===== config.mk =====
export PLATFORM = sky130hd
export DESIGN_NAME = dma_bus_master_flat
export DESIGN_NICKNAME = d
export VERILOG_FILES = /design/src/rtl/dma_bus_master_if.sv /design/src/rtl/dma_bus_master.sv /design/src/flat_wrapper.sv
export SDC_FILE = /design/constraint.sdc
export NUM_CORES = 1
export LEC_CHECK = 0
export BUFFER_PORTS_ARGS = -buffer_cell sky130_fd_sc_hd__clkbuf_2
export CAP_MARGIN = 15
export CORE_MARGIN = 2
export CORE_UTILIZATION = 50
export DETAILED_ROUTE_END_ITERATION = 16
export HOLD_SLACK_MARGIN = 0.02
export PLACE_DENSITY = 0.8
export SLEW_MARGIN = 10
export SYNTH_ARGS = -nofsm -noshare
export SYNTH_HDL_FRONTEND = slang
export SYNTH_SLANG_ARGS = --single-unit

===== constraint.sdc =====
create_clock -name clk -period 1.9 [get_ports clk]
set_clock_uncertainty 0.05 [all_clocks]
set_input_delay 0.57 -clock clk [delete_from_list [all_inputs] [get_ports clk]]
set_output_delay 0.57 -clock clk [all_outputs]
set_load 0.005 [all_outputs]

===== src/rtl/dma_bus_master_if.sv =====
// Shared-bus connection between the DMA engine and the CPU/DMA bus mux.
// Ports (master view):
//   busrq_n    out  bus request to CPU, active-low
//   busak_n    in   bus acknowledge from CPU, active-low
//   dma_a      out  16-bit bus address
//   dma_din    in   8-bit read data
//   dma_dout   out  8-bit write data
//   dma_mreq_n, dma_iorq_n, dma_rd_n, dma_wr_n  out  bus strobes, active-low
interface dma_bus_master_if;
  logic        busrq_n;
  logic        busak_n;
  logic [15:0] dma_a;
  logic [7:0]  dma_din;
  logic [7:0]  dma_dout;
  logic        dma_mreq_n;
  logic        dma_iorq_n;
  logic        dma_rd_n;
  logic        dma_wr_n;

  modport master (
    output busrq_n, dma_a, dma_dout, dma_mreq_n, dma_iorq_n, dma_rd_n, dma_wr_n,
    input  busak_n, dma_din
  );

  modport slave (
    input  busrq_n, dma_a, dma_dout, dma_mreq_n, dma_iorq_n, dma_rd_n, dma_wr_n,
    output busak_n, dma_din
  );
endinterface


===== src/rtl/dma_bus_master.sv =====
// Bus-mastering DMA engine: requests the Z80 bus via BUSRQ/BUSAK, then runs
// a burst of read-then-write byte transfers and releases the bus.
// Ports:
//   clk, rst          clock, synchronous active-high reset
//   cen               CPU-rate clock enable; bus-side changes only on cen edges
//   start             one-clk launch pulse (ignored while busy)
//   src_addr/dst_addr start addresses, len byte count (0 = nothing to do)
//   src_io/dst_io     1 = IO space, 0 = memory
//   src_inc/dst_inc   1 = advance address per byte
//   abort             level, honoured at the next byte boundary
//   busy, done        status; done pulses one clk per accepted start
//   bus               shared-bus master modport
//
// state | meaning
// IDLE  | bus untouched; waits for start (or finishes a len=0 start)
// REQ   | busrq_n low, waiting for busak_n
// RD1   | source address on the bus
// RD2   | read strobes asserted
// RD3   | read strobes held; data captured on exit
// WR1   | destination address and write data on the bus
// WR2   | write strobes asserted
// WR3   | write strobes held; byte accounted on exit
// REL   | busrq_n high, waiting for busak_n to return high
module dma_bus_master (
  input  logic        clk,
  input  logic        rst,
  input  logic        cen,
  input  logic        start,
  input  logic [15:0] src_addr,
  input  logic [15:0] dst_addr,
  input  logic [15:0] len,
  input  logic        src_io,
  input  logic        dst_io,
  input  logic        src_inc,
  input  logic        dst_inc,
  input  logic        abort,
  output logic        busy,
  output logic        done,
  dma_bus_master_if.master bus
);

  typedef enum logic [3:0] {
    IDLE, REQ, RD1, RD2, RD3, WR1, WR2, WR3, REL
  } state_t;

  state_t      state, state_nx;
  logic [15:0] src, src_nx, dst, dst_nx, cnt, cnt_nx;
  logic        sio, sio_nx, dio, dio_nx, sinc, sinc_nx, dinc, dinc_nx;
  logic        busy_q, busy_nx, done_q, done_nx;
  logic        zero_pend, zero_nx;
  logic        busrq_q, busrq_nx;
  logic [15:0] a_q, a_nx;
  logic [7:0]  dout_q, dout_nx;
  logic        mreq_q, mreq_nx, iorq_q, iorq_nx, rd_q, rd_nx, wr_q, wr_nx;

  always_ff @(posedge clk) begin
    if (rst) begin
      state     <= IDLE;
      src       <= '0;
      dst       <= '0;
      cnt       <= '0;
      sio       <= 1'b0;
      dio       <= 1'b0;
      sinc      <= 1'b0;
      dinc      <= 1'b0;
      busy_q    <= 1'b0;
      done_q    <= 1'b0;
      zero_pend <= 1'b0;
      busrq_q   <= 1'b1;
      a_q       <= '0;
      dout_q    <= '0;
      mreq_q    <= 1'b1;
      iorq_q    <= 1'b1;
      rd_q      <= 1'b1;
      wr_q      <= 1'b1;
    end else begin
      state     <= state_nx;
      src       <= src_nx;
      dst       <= dst_nx;
      cnt       <= cnt_nx;
      sio       <= sio_nx;
      dio       <= dio_nx;
      sinc      <= sinc_nx;
      dinc      <= dinc_nx;
      busy_q    <= busy_nx;
      done_q    <= done_nx;
      zero_pend <= zero_nx;
      busrq_q   <= busrq_nx;
      a_q       <= a_nx;
      dout_q    <= dout_nx;
      mreq_q    <= mreq_nx;
      iorq_q    <= iorq_nx;
      rd_q      <= rd_nx;
      wr_q      <= wr_nx;
    end
  end

  // Every output is computed one step ahead here and registered above, so
  // the bus sees clean registered levels that move only on cen edges.
  always_comb begin
    state_nx = state;
    src_nx   = src;
    dst_nx   = dst;
    cnt_nx   = cnt;
    sio_nx   = sio;
    dio_nx   = dio;
    sinc_nx  = sinc;
    dinc_nx  = dinc;
    busy_nx  = busy_q;
    done_nx  = 1'b0;
    zero_nx  = zero_pend;
    busrq_nx = busrq_q;
    a_nx     = a_q;
    dout_nx  = dout_q;
    mreq_nx  = mreq_q;
    iorq_nx  = iorq_q;
    rd_nx    = rd_q;
    wr_nx    = wr_q;

    case (state)
      IDLE: begin
        if (zero_pend) begin
          // len=0: finish on the clk right after start, no bus activity
          done_nx = 1'b1;
          busy_nx = 1'b0;
          zero_nx = 1'b0;
        end else if (busy_q) begin
          // accepted start waits here for the first cen edge
          if (cen) begin
            state_nx = REQ;
            busrq_nx = 1'b0;
          end
        end else if (start) begin
          src_nx  = src_addr;
          dst_nx  = dst_addr;
          cnt_nx  = len;
          sio_nx  = src_io;
          dio_nx  = dst_io;
          sinc_nx = src_inc;
          dinc_nx = dst_inc;
          busy_nx = 1'b1;
          zero_nx = (len == 16'd0);
        end
      end
      REQ: begin
        if (cen && !bus.busak_n) begin
          state_nx = RD1;
          a_nx     = src;
        end
      end
      RD1: begin
        if (cen) begin
          state_nx = RD2;
          rd_nx    = 1'b0;
          mreq_nx  = sio;
          iorq_nx  = !sio;
        end
      end
      RD2: begin
        if (cen) state_nx = RD3;
      end
      RD3: begin
        if (cen) begin
          state_nx = WR1;
          dout_nx  = bus.dma_din;
          rd_nx    = 1'b1;
          mreq_nx  = 1'b1;
          iorq_nx  = 1'b1;
          a_nx     = dst;
        end
      end
      WR1: begin
        if (cen) begin
          state_nx = WR2;
          wr_nx    = 1'b0;
          mreq_nx  = dio;
          iorq_nx  = !dio;
        end
      end
      WR2: begin
        if (cen) state_nx = WR3;
      end
      WR3: begin
        if (cen) begin
          wr_nx   = 1'b1;
          mreq_nx = 1'b1;
          iorq_nx = 1'b1;
          cnt_nx  = cnt - 16'd1;
          src_nx  = src + {15'd0, sinc};
          dst_nx  = dst + {15'd0, dinc};
          if (cnt == 16'd1 || abort) begin
            state_nx = REL;
            busrq_nx = 1'b1;
          end else begin
            state_nx = RD1;
            a_nx     = src_nx;
          end
        end
      end
      REL: begin
        if (cen && bus.busak_n) begin
          state_nx = IDLE;
          done_nx  = 1'b1;
          busy_nx  = 1'b0;
          a_nx     = '0;
        end
      end
      default: state_nx = IDLE;
    endcase
  end

  assign busy           = busy_q;
  assign done           = done_q;
  assign bus.busrq_n    = busrq_q;
  assign bus.dma_a      = a_q;
  assign bus.dma_dout   = dout_q;
  assign bus.dma_mreq_n = mreq_q;
  assign bus.dma_iorq_n = iorq_q;
  assign bus.dma_rd_n   = rd_q;
  assign bus.dma_wr_n   = wr_q;

endmodule

===== src/flat_wrapper.sv =====
// flat-port wrapper written by rule: the top's interface ports become plain ports
module dma_bus_master_flat 
  (clk, rst, cen, start, src_addr, dst_addr, len, src_io, dst_io, src_inc, dst_inc, abort, busy, done, bus_busrq_n, bus_dma_a, bus_dma_dout, bus_dma_mreq_n, bus_dma_iorq_n, bus_dma_rd_n, bus_dma_wr_n, bus_busak_n, bus_dma_din);
  dma_bus_master_if bus_i ();
  input  logic clk;
  input  logic rst;
  input  logic cen;
  input  logic start;
  input  logic [15:0] src_addr;
  input  logic [15:0] dst_addr;
  input  logic [15:0] len;
  input  logic src_io;
  input  logic dst_io;
  input  logic src_inc;
  input  logic dst_inc;
  input  logic abort;
  output logic busy;
  output logic done;
  output wire logic [$bits(bus_i.busrq_n)-1:0] bus_busrq_n;
  output wire logic [$bits(bus_i.dma_a)-1:0] bus_dma_a;
  output wire logic [$bits(bus_i.dma_dout)-1:0] bus_dma_dout;
  output wire logic [$bits(bus_i.dma_mreq_n)-1:0] bus_dma_mreq_n;
  output wire logic [$bits(bus_i.dma_iorq_n)-1:0] bus_dma_iorq_n;
  output wire logic [$bits(bus_i.dma_rd_n)-1:0] bus_dma_rd_n;
  output wire logic [$bits(bus_i.dma_wr_n)-1:0] bus_dma_wr_n;
  input wire logic [$bits(bus_i.busak_n)-1:0] bus_busak_n;
  input wire logic [$bits(bus_i.dma_din)-1:0] bus_dma_din;
  assign bus_busrq_n = bus_i.busrq_n;
  assign bus_dma_a = bus_i.dma_a;
  assign bus_dma_dout = bus_i.dma_dout;
  assign bus_dma_mreq_n = bus_i.dma_mreq_n;
  assign bus_dma_iorq_n = bus_i.dma_iorq_n;
  assign bus_dma_rd_n = bus_i.dma_rd_n;
  assign bus_dma_wr_n = bus_i.dma_wr_n;
  assign bus_i.busak_n = bus_busak_n;
  assign bus_i.dma_din = bus_dma_din;
  dma_bus_master u_core (.clk(clk), .rst(rst), .cen(cen), .start(start), .src_addr(src_addr), .dst_addr(dst_addr), .len(len), .src_io(src_io), .dst_io(dst_io), .src_inc(src_inc), .dst_inc(dst_inc), .abort(abort), .busy(busy), .done(done), .bus(bus_i));
endmodule

==> impl_metrics.py <==
metrics = {
    "status": {
        "outcome": "complete, but fails checks",
        "violations": "setup timing",
    },
    "layout": {
        "seq_area_um2": 1780,
        "final_cells": 1000,
        "multiInputGateArea_um2": 3600,
        "utilization": 0.710,
        "nNetsFinal": 931,
        "drive_above_1_share": 0.355,
        "fillers": 792,
        "syn_to_final_growth_pct": 37.3,
        "n_antenna_cell": 0,
    },
    "die": {
        "num_io_pins": 97,
        "die_h_um": 108,
        "core_um2": 10400,
        "fp-row-count": 37,
        "start_util": 0.517,
        "dieArea_um2": 11600,
        "die_x_um": 108,
    },
    "placed_design": {
        "numPlacedInstances": 970,
        "dpl_worst_slack_ns": -0.122,
        "post-dp-hpwl_mm": 12.5,
        "routabilityCongestion": 0.926,
        "numPortBuffers": 96,
    },
    "global_routing": {
        "use_met1": 0.400,
        "gr-usage-all-layers": 0.303,
        "grt_use_met2": 0.496,
        "grt_max_degree": 73,
        "grt.busiest_layer": "met2",
        "use_met3": 0.0490,
        "grt_pass1_wl_mm": 28.0,
        "grt_pass1_vias": 5748,
        "antenna_found_initial": 0,
        "grt-ovfl-total": 0,
    },
    "synthesis": {
        "ys_ff_latch": 88,
        "syn_area_per_cell_um2": 7.83,
        "synth-main-ff-cell": "dfxtp_1",
        "synth_fp_nets": 760,
        "synth_cell_types": 82,
        "yosysSeqAreaShare": 0.327,
        "synth_edf_count": 0,
        "netlist_area_um2": 5390,
        "synth_warnings": 0,
        "ys_async_sr_fraction": 0,
        "syn_inst": 688,
    },
    "worst_setup_path": {
        "crit_path_start_kind": "flop",
        "end_kind": "flop",
        "reg2reg_setup_slack_ns": -0.03,
        "critPathArrivalTime_ns": 2.16,
        "crit_type": "flop to flop",
        "cp_max_fo": 7,
        "cp_data_required_time_ns": 2.13,
    },
    "drt": {
        "wl_per_cell_um": 19.3,
        "vias": 6410,
        "vias_per_cell": 6.41,
        "first_pass_iters": 8,
        "drt_iter0_drc": 895,
        "drc_errors": 0,
        "antenna_left": 0,
        "wirelength_mm": 19.3,
    },
    "sta": {
        "slew_headroom": 0.630,
        "finalHoldViolCount": 0,
        "finalCriticalPeriod_ns": 1.93,
        "fmax_ghz": 0.519,
        "setup-violations-final": 5,
        "slew_violations": 0,
        "period_share": 1.01,
        "rsz0062_at_grt": "true",
        "fin_ws_ns": -0.0253,
        "worstMarginPinSlew_ns": 0.547,
        "hold_ws_ns": 0.360,
    },
    "pwr": {
        "total_leakage_power_nw": 3.02,
        "p_per_area_nw_per_um2": 1050,
        "ir_drop_mv": 0.579,
        "finalPower_w": 0.00775,
    },
    "cts": {
        "clk_latency_ns": 0.38,
        "postCtsHoldBufs": 0,
        "clkTransAtPathRegs_ns": 0.09,
        "ctsLongestPathBuffers": 2,
        "cts_tree": "done",
        "cts_sinks": 88,
        "cts_root_buf": "clkbuf_8",
        "cts_made_buffers": 9,
        "htreeDepth": 3,
    },
    "flow_run": {
        "maxCapViolCount": 0,
    },
    "worst_hold_path": {
        "hold_path_class": "input port to flop",
    },
}
placed cells by master (no fill, tap or decap), types with 6 or more instances in the layout:
| cell type | count |
|---|---|
| o21ai_0 | 48 |
| and2_1 | 11 |
| a211oi_1 | 15 |
| buf_6 | 9 |
| a21o_1 | 7 |
| buf_4 | 98 |
| buf_12 | 9 |
| nand4_1 | 8 |
| nor2_1 | 47 |
| nand2_1 | 86 |
| clkbuf_2 | 96 |
| dfxtp_1 | 82 |
| inv_1 | 8 |
| a21oi_1 | 89 |
| nor4_4 | 7 |
| o31ai_1 | 8 |
| clkbuf_8 | 10 |
| nand3_1 | 22 |
| nor3_1 | 15 |
| a311oi_1 | 6 |
power breakdown:
part | switching, W | internal, W | total (W) | leakage (nW)
registers | 0.000373 | 0.00221 | 0.00258 | 0.722
clock network | 0.000737 | 0.000643 | 0.00138 | 0.0993
logic | 0.00197 | 0.00181 | 0.00378 | 2.19
cells in the mapped netlist, drive strengths merged (5+ instances only):
library cell / instances / area share
a21oi: 94 / 0.089
dfxtp: 88 / 0.33
nand2: 88 / 0.061
o21ai: 52 / 0.049
nor2: 50 / 0.037
buf: 34 / 0.045
nand3: 28 / 0.031
clkbuf: 23 / 0.016
a211oi: 20 / 0.029
nor3: 20 / 0.022
nor4: 14 / 0.024
and2: 11 / 0.013
a311oi: 10 / 0.021
nand4: 9 / 0.012
a21o: 8 / 0.011
inv: 8 / 0.0056
o31ai: 8 / 0.011
and3: 7 / 0.0081
ha: 6 / 0.014
a2bb2oi: 5 / 0.0081
a32o: 5 / 0.0093
mux2i: 5 / 0.0093
nand2b: 5 / 0.0058
o22ai: 5 / 0.0058
o41ai: 5 / 0.0081
state kept, by name, indices dropped and copies added, names as in the netlist:
name,flops
u_core.sinc,1
u_core.src,16
u_core.bus.dma_rd_n,1
u_core.done,1
u_core.bus.dma_iorq_n,1
u_core.busy,1
u_core.dio,1
u_core.dinc,1
u_core.bus.dma_dout,8
u_core.bus.dma_mreq_n,1
u_core.bus.busrq_n,1
u_core.cnt,16
u_core.state,4
u_core.bus.dma_wr_n,1
u_core.zero_pend,1
u_core.sio,1
u_core.bus.dma_a,16
u_core.dst,16
logic make-up (layout without fill, tap and decap cells):
family	Yosys count	in the layout	synth area share
AO/OA/AOI/OAI	253	253	0.309
XOR/XNOR	6	6	0.00975
adder cells (fa/ha/maj)	6	6	0.0139
buffers and inverters	67	243	0.0680
flip-flops	88	88	0.327
multiplexers	7	7	0.0135
AND/OR/NAND/NOR	261	261	0.259
through the flow:
| stage | TNS (ns) | instance area (µm²) |
|---|---|---|
| floorplan | 0 | 5410 |
| global placement | -1.18 | 6650 |
| detailed placement | -1.52 | 6650 |
| CTS | -0.0287 | 6960 |
| global route | -0.948 | 7400 |
| finish | -0.0636 | 7400 |
critical path: stages, from the launching register on:
cell,delay (ns)
dfxtp_4,0.39
buf_4,0.15
clkinv_1,0.09
a21oi_1,0.07
buf_4,0.15
o32ai_4,0.38
clkbuf_16,0.23
a21oi_1,0.06
a211oi_1,0.26
final timing paths:
kind                                             start                      to  depth (start not counted)
worst max-delay path                   u_core.state[1]     u_core.bus.dma_a[0]                          8
worst min-delay path                    bus_dma_din[3]  u_core.bus.dma_dout[3]                          3
worst max register to register         u_core.state[1]     u_core.bus.dma_a[0]                          8
worst min register to register  u_core.bus.dma_dout[6]  u_core.bus.dma_dout[6]                          2
timing repair:
action                                  in CTS  in global routing
endpoints found under the setup margin      34                 48
gates cloned                                 0                  5
setup buffers                                1                  8
pin swaps                                    3                 26
resized for setup                           23                 55
per-layer routing:
metal	vias to the layer above	routed length [µm]
li1	2901	-
met3	64	1840
met2	413	9230
met4	0	582
met5	-	0
met1	3032	7600
cell type report:
class,count,share of cell area
multi-input cells,533,0.487
flip-flops and latches,88,0.240
repair buffers,217,0.218
well taps,136,0.0230
clock buffers,11,0.0191
clock inverters,5,0.00761
inverters,10,0.00507
No activity file was read; power rests on OpenSTA's default activity.
